**config.mk**
```make
export PLATFORM = sky130hd
export DESIGN_NAME = random_logic
export DESIGN_NICKNAME = d
export VERILOG_FILES = /design/src/rtl/random_logic_pkg.sv /design/src/rtl/random_logic_sodet.sv /design/src/rtl/random_logic.sv
export SDC_FILE = /design/constraint.sdc
export NUM_CORES = 1
export LEC_CHECK = 0
export CAP_MARGIN = 10
export CORE_MARGIN = 5
export CORE_UTILIZATION = 31
export CTS_CLUSTER_SIZE = 20
export DETAILED_ROUTE_END_ITERATION = 10
export PLACE_DENSITY = 0.88
export SLEW_MARGIN = 10
export SYNTH_ARGS = -nofsm -noshare
export SYNTH_HDL_FRONTEND = slang
export SYNTH_SLANG_ARGS = --single-unit
```
**constraint.sdc**
```tcl
create_clock -name PHI0 -period 2.2 [get_ports PHI0]
set_input_delay 0.66 -clock PHI0 [delete_from_list [all_inputs] [get_ports PHI0]]
set_output_delay 0.66 -clock PHI0 [all_outputs]
set_load 0.02 [all_outputs]
```
**src/rtl/random_logic_pkg.sv**
```systemverilog
// random_logic_pkg: PLA line width, per-control decode masks and timing qualifiers.
package random_logic_pkg;
    localparam int DEC_W = 130;
    typedef logic [DEC_W-1:0] mask_t;
    typedef enum logic [2:0] {TQ_ANY, TQ_T0, TQ_T1, TQ_T5, TQ_T6} tq_e;
    typedef struct packed {
        mask_t m;
        tq_e   q;
    } ctl_t;
    function automatic mask_t ln(input int n);
        return mask_t'(1) << n;
    endfunction
    // T6 qualifies like T5 so BRK sequencing fires in either cycle
    function automatic logic fire(input ctl_t c, input mask_t d, input logic [3:0] t);
        logic q;
        q = (c.q == TQ_T0) ? t[0] : (c.q == TQ_T1) ? t[1] : (c.q == TQ_T5 || c.q == TQ_T6) ? |t[3:2] : 1'b1;
        return |(d & c.m) & q;
    endfunction
    localparam ctl_t C_Y_SB     = '{ln(0) | ln(1), TQ_ANY};
    localparam ctl_t C_X_SB     = '{ln(2) | ln(3), TQ_ANY};
    localparam ctl_t C_SB_Y     = '{ln(4), TQ_ANY};
    localparam ctl_t C_SB_X     = '{ln(5), TQ_ANY};
    localparam ctl_t C_S_SB     = '{ln(6), TQ_ANY};
    localparam ctl_t C_S_ADL    = '{ln(7), TQ_ANY};
    localparam ctl_t C_SB_S     = '{ln(8), TQ_ANY};
    localparam ctl_t C_S_S      = '{ln(9), TQ_ANY};
    localparam ctl_t C_AC_SB    = '{ln(10), TQ_ANY};
    localparam ctl_t C_AC_DB    = '{ln(11), TQ_ANY};
    localparam ctl_t C_SB_AC    = '{ln(12), TQ_ANY};
    localparam ctl_t C_SB_DB    = '{ln(13), TQ_ANY};
    localparam ctl_t C_SB_ADH   = '{ln(14), TQ_ANY};
    localparam ctl_t C_Z_ADH0   = '{ln(15), TQ_ANY};
    localparam ctl_t C_Z_ADH17  = '{ln(16), TQ_ANY};
    localparam ctl_t C_NDB_ADD  = '{ln(17), TQ_ANY};
    localparam ctl_t C_DB_ADD   = '{ln(18) | ln(101), TQ_ANY};
    localparam ctl_t C_Z_ADD    = '{ln(19), TQ_ANY};
    localparam ctl_t C_SB_ADD   = '{ln(20), TQ_ANY};
    localparam ctl_t C_ADL_ADD  = '{ln(21), TQ_ANY};
    localparam ctl_t C_ANDS     = '{ln(22), TQ_ANY};
    localparam ctl_t C_EORS     = '{ln(23), TQ_ANY};
    localparam ctl_t C_ORS      = '{ln(24), TQ_ANY};
    localparam ctl_t C_SRS      = '{ln(25), TQ_ANY};
    localparam ctl_t C_SUMS     = '{ln(26) | ln(27) | ln(28) | ln(101), TQ_ANY};
    localparam ctl_t C_ADD_SB7  = '{ln(29), TQ_ANY};
    localparam ctl_t C_ADD_SB06 = '{ln(30), TQ_ANY};
    localparam ctl_t C_ADD_ADL  = '{ln(31), TQ_ANY};
    localparam ctl_t C_CARRY    = '{ln(27) | ln(28), TQ_ANY};
    localparam ctl_t C_INC      = '{ln(32), TQ_ANY};
    localparam ctl_t C_ADC      = '{ln(27), TQ_ANY};
    localparam ctl_t C_SBC      = '{ln(28), TQ_ANY};
    localparam ctl_t C_PCL_DB   = '{ln(33), TQ_ANY};
    localparam ctl_t C_PCH_DB   = '{ln(34), TQ_ANY};
    localparam ctl_t C_ADL_PCL  = '{ln(35) | ln(98), TQ_ANY};
    localparam ctl_t C_ADH_PCH  = '{ln(36), TQ_ANY};
    localparam ctl_t C_PCL_ADL  = '{ln(37), TQ_ANY};
    localparam ctl_t C_PCH_ADH  = '{ln(38), TQ_ANY};
    localparam ctl_t C_DL_DB    = '{ln(40), TQ_ANY};
    localparam ctl_t C_ADH_ABH  = '{ln(41), TQ_ANY};
    localparam ctl_t C_ADL_ABL  = '{ln(42), TQ_ANY};
    localparam ctl_t C_DL_ADL   = '{ln(43), TQ_ANY};
    localparam ctl_t C_DL_ADH   = '{ln(44), TQ_ANY};
    localparam ctl_t C_P_DB     = '{ln(45), TQ_ANY};
    localparam ctl_t C_ACR_C    = '{ln(46), TQ_ANY};
    localparam ctl_t C_AVR_V    = '{ln(47), TQ_ANY};
    localparam ctl_t C_DBZ_Z    = '{ln(48), TQ_ANY};
    localparam ctl_t C_DB_N     = '{ln(49), TQ_ANY};
    localparam ctl_t C_DB_P     = '{ln(50), TQ_ANY};
    localparam ctl_t C_DB_C     = '{ln(51), TQ_ANY};
    localparam ctl_t C_DB_V     = '{ln(52), TQ_ANY};
    localparam ctl_t C_IR5_C    = '{ln(53), TQ_ANY};
    localparam ctl_t C_IR5_I    = '{ln(54), TQ_ANY};
    localparam ctl_t C_IR5_D    = '{ln(55), TQ_ANY};
    localparam ctl_t C_ZERO_V   = '{ln(56), TQ_ANY};
    localparam ctl_t C_BRK5     = '{ln(57), TQ_T5};
    localparam ctl_t C_BR2      = '{ln(58), TQ_T0};
endpackage

```
**src/rtl/random_logic_sodet.sv**
```systemverilog
// random_logic_sodet: rising-edge detector for the set-overflow pin.
module random_logic_sodet (
    input  logic PHI0,
    input  logic RST,
    input  logic SO,
    output logic rise
);
    logic so_q;
    always_ff @(posedge PHI0 or posedge RST) begin
        if (RST) so_q <= 1'b0;
        else so_q <= SO;
    end
    assign rise = SO & ~so_q;
endmodule

```
**src/rtl/random_logic.sv**
```systemverilog
// random_logic: registered random-control decode from PLA lines and timing flags.
module random_logic #(
    parameter int DEC_W = random_logic_pkg::DEC_W
) (
    input  logic             PHI0,
    input  logic             RST,
    input  logic [DEC_W-1:0] decoder,
    input  logic             T0, T1, T5, T6,
    input  logic             RDY, _ready,
    input  logic             BRK6E, Z_ADL0, SO, BRFW, ACRL2,
    input  logic             _C_OUT, _D_OUT,
    output logic             BRK5, BR2,
    output logic             Y_SB, X_SB, SB_Y, SB_X, S_SB, S_ADL, SB_S, S_S,
    output logic             AC_SB, AC_DB, SB_AC, SB_DB, SB_ADH, Z_ADH0, Z_ADH17,
    output logic             NDB_ADD, DB_ADD, Z_ADD, SB_ADD, ADL_ADD, ANDS, EORS, ORS, SRS, SUMS,
    output logic             ADD_SB7, ADD_SB06, ADD_ADL, _ADDC, _DAA, _DSA,
    output logic             PC_DB, _ADL_PCL, ADL_PCL, PCL_PCL, PCL_ADL, PCL_DB, ADH_PCH, PCH_PCH,
    output logic             PCH_ADH, PCH_DB, ADH_ABH, ADL_ABL, DL_ADL, DL_ADH, DL_DB,
    output logic             P_DB, ACR_C, AVR_V, DBZ_Z, DB_N, DB_P, DB_C, DB_V,
    output logic             IR5_C, IR5_I, IR5_D, ZERO_V, ONE_V
);
    import random_logic_pkg::*;
    mask_t      d;
    logic [3:0] t;
    logic       run, so_rise;
    logic [4:0] alu_raw, alu_sel;
    assign d = mask_t'(decoder);
    assign t = {T6, T5, T1, T0};
    assign run = RDY & ~_ready;
    assign alu_raw = {fire(C_SRS, d, t), fire(C_ORS, d, t), fire(C_EORS, d, t), fire(C_ANDS, d, t), fire(C_SUMS, d, t)};
    // keep only the lowest set bit; SUMS sits at bit 0 so it outranks the logic ops
    assign alu_sel = alu_raw & (~alu_raw + 5'd1);
    assign PCL_PCL = ~ADL_PCL;
    assign _ADL_PCL = ~ADL_PCL;
    assign PCH_PCH = ~ADH_PCH;
    assign PC_DB = PCL_DB | PCH_DB;
    random_logic_sodet u_sodet (.PHI0(PHI0), .RST(RST), .SO(SO), .rise(so_rise));
    always_ff @(posedge PHI0 or posedge RST) begin
        if (RST) begin
            {BRK5, BR2, Y_SB, X_SB, SB_Y, SB_X, S_SB, S_ADL, SB_S, S_S, AC_SB, AC_DB, SB_AC, SB_DB,
             SB_ADH, Z_ADH0, Z_ADH17, NDB_ADD, DB_ADD, Z_ADD, SB_ADD, ADL_ADD, ANDS, EORS, ORS, SRS,
             SUMS, ADD_SB7, ADD_SB06, ADD_ADL, ADL_PCL, PCL_ADL, PCL_DB, ADH_PCH, PCH_ADH, PCH_DB,
             DL_ADL, DL_ADH, DL_DB, P_DB, ACR_C, AVR_V, DBZ_Z, DB_N, DB_P, DB_C, DB_V, IR5_C, IR5_I,
             IR5_D, ZERO_V, ONE_V} <= '0;
            {ADH_ABH, ADL_ABL, _ADDC, _DAA, _DSA} <= '1;
        end else if (run) begin
            BRK5     <= fire(C_BRK5, d, t);
            BR2      <= fire(C_BR2, d, t);
            Y_SB     <= fire(C_Y_SB, d, t);
            X_SB     <= fire(C_X_SB, d, t);
            SB_Y     <= fire(C_SB_Y, d, t);
            SB_X     <= fire(C_SB_X, d, t);
            S_SB     <= fire(C_S_SB, d, t);
            S_ADL    <= fire(C_S_ADL, d, t);
            SB_S     <= fire(C_SB_S, d, t);
            S_S      <= fire(C_S_S, d, t);
            AC_SB    <= fire(C_AC_SB, d, t);
            AC_DB    <= fire(C_AC_DB, d, t);
            SB_AC    <= fire(C_SB_AC, d, t);
            SB_DB    <= fire(C_SB_DB, d, t);
            SB_ADH   <= fire(C_SB_ADH, d, t);
            Z_ADH0   <= fire(C_Z_ADH0, d, t) | Z_ADL0;
            Z_ADH17  <= fire(C_Z_ADH17, d, t);
            NDB_ADD  <= fire(C_NDB_ADD, d, t);
            DB_ADD   <= fire(C_DB_ADD, d, t);
            Z_ADD    <= fire(C_Z_ADD, d, t);
            SB_ADD   <= fire(C_SB_ADD, d, t);
            ADL_ADD  <= fire(C_ADL_ADD, d, t);
            {SUMS, ANDS, EORS, ORS, SRS} <= {alu_sel[0], alu_sel[1], alu_sel[2], alu_sel[3], alu_sel[4]};
            ADD_SB7  <= fire(C_ADD_SB7, d, t);
            ADD_SB06 <= fire(C_ADD_SB06, d, t);
            ADD_ADL  <= fire(C_ADD_ADL, d, t);
            _ADDC    <= ~((fire(C_CARRY, d, t) & ~_C_OUT) | fire(C_INC, d, t));
            _DAA     <= ~(fire(C_ADC, d, t) & ~_D_OUT);
            _DSA     <= ~(fire(C_SBC, d, t) & ~_D_OUT);
            ADL_PCL  <= fire(C_ADL_PCL, d, t) & ~T1;
            ADH_PCH  <= (fire(C_ADH_PCH, d, t) & ~T1) | (BR2 & ~BRFW & ACRL2);
            PCL_ADL  <= fire(C_PCL_ADL, d, t);
            PCL_DB   <= fire(C_PCL_DB, d, t);
            PCH_ADH  <= fire(C_PCH_ADH, d, t);
            PCH_DB   <= fire(C_PCH_DB, d, t);
            ADH_ABH  <= ~fire(C_ADH_ABH, d, t);
            ADL_ABL  <= ~fire(C_ADL_ABL, d, t);
            DL_ADL   <= fire(C_DL_ADL, d, t) | BRK6E;
            DL_ADH   <= fire(C_DL_ADH, d, t) | BRK6E;
            DL_DB    <= fire(C_DL_DB, d, t) | T1;
            P_DB     <= fire(C_P_DB, d, t);
            ACR_C    <= fire(C_ACR_C, d, t);
            AVR_V    <= fire(C_AVR_V, d, t) & ~so_rise;
            DBZ_Z    <= fire(C_DBZ_Z, d, t);
            DB_N     <= fire(C_DB_N, d, t);
            DB_P     <= fire(C_DB_P, d, t);
            DB_C     <= fire(C_DB_C, d, t);
            DB_V     <= fire(C_DB_V, d, t);
            IR5_C    <= fire(C_IR5_C, d, t);
            IR5_I    <= fire(C_IR5_I, d, t);
            IR5_D    <= fire(C_IR5_D, d, t);
            ZERO_V   <= fire(C_ZERO_V, d, t) & ~so_rise;
            ONE_V    <= so_rise;
        end else begin
            ADH_ABH <= 1'b1;
            ADL_ABL <= 1'b1;
        end
    end
endmodule

```
==> run_results.csv <==
group,metric,value,unit
cells_and_area,layout_common_cells,"clkdlybuf4s50_1, nand2_1, dfrtp_1",
power_and_ir_drop,power.density,782,nW/um^2
placed_design,dp_hpwl,5290,um
floorplan,io_pins,206,
worst_setup_path,cp_cell_sequence,"clkdlybuf4s50_1",
worst_setup_path,max_stage_delay,0.61,ns
placed_design,dp_slack,0.0813,ns
worst_setup_path,cp_slowest_cell,"clkdlybuf4s50_1",
timing,finalHoldViolations,0,
drt,wl,6900,um
timing,slew_violations,0,
drt,avgViaCountPerCell,4.39,
timing,slew_headroom,74.4,%
power_and_ir_drop,comb_power_share,24.7,%
power_and_ir_drop,ir_worst_vdd,0.385,mV
cells_and_area,final_common_cell,"clkdlybuf4s50_1",
placed_design,dp.cells,464,
clock_network,cts_hold_buffers,0,
clock_network,worstSkewPairLatency,0.32,ns
worst_setup_path,crit_type,"flop to primary output",
synthesis,ys_ff_latch,58,
drt,final_antenna_net_count,0,
outcome,status,"finished, final reports clean",
timing,skew,0.00494,ns
floorplan,die_area,9230,sq um
grt,first_global_vias,2288,
synthesis,synth_cell_type_count,26,
grt,grt_util_met1,16.3,%
synthesis,synth_top_family_by_area,"simple AND/OR/NAND/NOR gates",
cells_and_area,nNetsFinal,521,
flow_run,maxCapViolations,0,
worst_hold_path,hold_depth,2,
placed_design,place_congestion,0.749,
drt,num_vias,2105,
drt,wl_per_cell,14.4,um
grt,grt_first_pass_wirelength,10800,um
clock_network,cts-root-buf,"clkbuf_8",
worst_setup_path,ff2ff_path_depth,3,
timing,setup_ws,0.0856,ns
synthesis,yosys.area.top_type,"dfrtp_1",
grt,antenna_found_initial,0,
worst_setup_path,crit-reg2reg-launch,"u_sodet.so_q",
floorplan,fp.dieH,96.1,um
power_and_ir_drop,swShare,27.1,%
drt,route.detailed.drc,0,
clock_network,ctsLongestPathBuffers,2,
clock_network,cts_inserted_buffers,9,
grt,grt_start_max_net_pins,59,
power_and_ir_drop,p_clk_share,34.6,%
synthesis,synth_top_area_share,57.7,%
synthesis,synthSimpleGateAreaFrac,24.8,%
worst_setup_path,cp_top_family,"buffers and inverters",
drt,first_iter_violations,73,
worst_hold_path,hold_start,"DL_ADH",
synthesis,synth_area_leaders,"dfrtp_1, nand2_1, dfstp_2, buf_6, o21ai_0",
synthesis,synth.avg_cell_area,9.65,sq um
power_and_ir_drop,power.leakage,0.00184,uW
floorplan,num_rows,31,
worst_setup_path,cp.arrival,1.45,ns
timing,min_period_over_period,96.1,%
floorplan,initial_core_util,31.7,%
worst_setup_path,worstPathMaxFanout,2,
power_and_ir_drop,power,3090,uW
grt,grt-busiest-layer,"met2",
grt,grt_overflow_total,0,
grt,use_met2,28.1,%
synthesis,syn_nets,383,
worst_setup_path,crit_cells,1,
grt,met3_usage,4.85,%
synthesis,synth.mux.area_fraction,0,%
timing,rsz0062_at_grt,"false",
worst_hold_path,hold_path.class,"flop to flop",
synthesis,synth-adder-area-share,0,%
synthesis,synth_compound_area_share,6.48,%
floorplan,die_width,96.1,um
worst_setup_path,startpoint_type,"flop",
synthesis,syn_area,2300,sq um
timing,fin_tns_setup,0,ns
clock_network,cts_max_level,3,
worst_setup_path,worst-path-buf-inv,1,
clock_network,cts_num_sinks,58,
synthesis,async_reset_ff_share,100,%
timing,period_minus_slack,2.11,ns
worst_setup_path,cp-end-kind,"primary output",
cells_and_area,drive_gt1_share,8.14,%
timing,finalSetupViolations,0,
power_and_ir_drop,p_seq_share,40.6,%
drt,drtPass1Iterations,7,
synthesis,synthCells,238,
timing,max_freq,473,MHz
placed_design,port_buffers,135,
worst_setup_path,crit_required,1.54,ns
worst_setup_path,rr_endpoint,"AVR_V",
synthesis,synth_warnings,0,
power_and_ir_drop,power.internal,2250,uW
synthesis,yosysSeqAreaShare,63.5,%
cells_and_area,syn2layout_area_growth,72.1,%
cells_and_area,n_antenna_cell,0,
timing,tightest_slew,0.379,ns
synthesis,synth_edf_count,0,
clock_network,clkTransAtPathRegs,0.06,ns
power_and_ir_drop,p_switching,838,uW
clock_network,tritoncts,"done",
cells_and_area,layoutNonFillerInstCount,480,
worst_setup_path,r2r_setup_slack,1.24,ns
synthesis,synthFlopType,"dfrtp_1",
floorplan,core_area,7250,sq um
worst_hold_path,hold_path_end,"DL_ADH",
synthesis,synth_xor_area_share,0,%
grt,grt_usage,15.4,%
## worst max path at each step
stage / startpoint / endpoint
floorplan: RST / ACR_C
global placement: RDY / DL_ADL
detailed placement: RDY / DL_ADL
CTS: _DAA / _DAA
global route: _ADDC / _ADDC
finish: _ADDC / _ADDC
## metrics by stage
stage	hold slack, ns	instance area [sq um]	utilization, %
after floorplan	0.493	2300	-
after global placement	0.452	3740	51.5
after detailed placement	0.460	3740	51.5
after CTS	0.474	3950	54.5
after global routing	0.505	3950	54.5
final	0.468	3950	54.5
## logic make-up (layout without fill, tap and decap cells)
kind of cell | Yosys count | count (layout)
AND/OR/NAND/NOR | 139 | 139
flip-flops | 58 | 58
buffers and inverters | 19 | 162
AO/OA/AOI/OAI | 22 | 22
## routing by layer
metal	vias to the layer above	part of all wire, %
met5	-	0
met4	0	1.8
met1	990	35
met3	15	8.2
li1	1018	-
met2	82	55
## cell type report
class,instances,area (sq um)
clock inverter,5,77.6
sequential,58,1460
tap,99,124
clock buffer,11,141
timing repair buffer,140,1410
inverter,6,22.5
fill,652,3300
multi-input combinational,161,718
## synth_stat cells (2+ instances only)
cell and number:
nand2_1 120, dfrtp_1 53, o21ai_0 11, nor2_1 8, buf_2 7, inv_1 6, buf_6 5, dfstp_2 5
a22o_1 4, a31oi_1 2, a32o_1 2
## timing repair
action	CTS	global route
setup endpoints to repair	1	0
gates resized for setup	1	0
setup buffers	0	0
## power by group through the flow
stage / Combinational, uW / Clock (uW) / Sequential [uW]
final: 764 / 1070 / 1260
after global routing: 821 / 1160 / 1270
after floorplan: 178 / 0 / 1420
after CTS: 779 / 1100 / 1260
after detailed placement: 778 / 0 / 1270
after global placement: 760 / 0 / 1270
No activity file was read; power rests on OpenSTA's default activity.
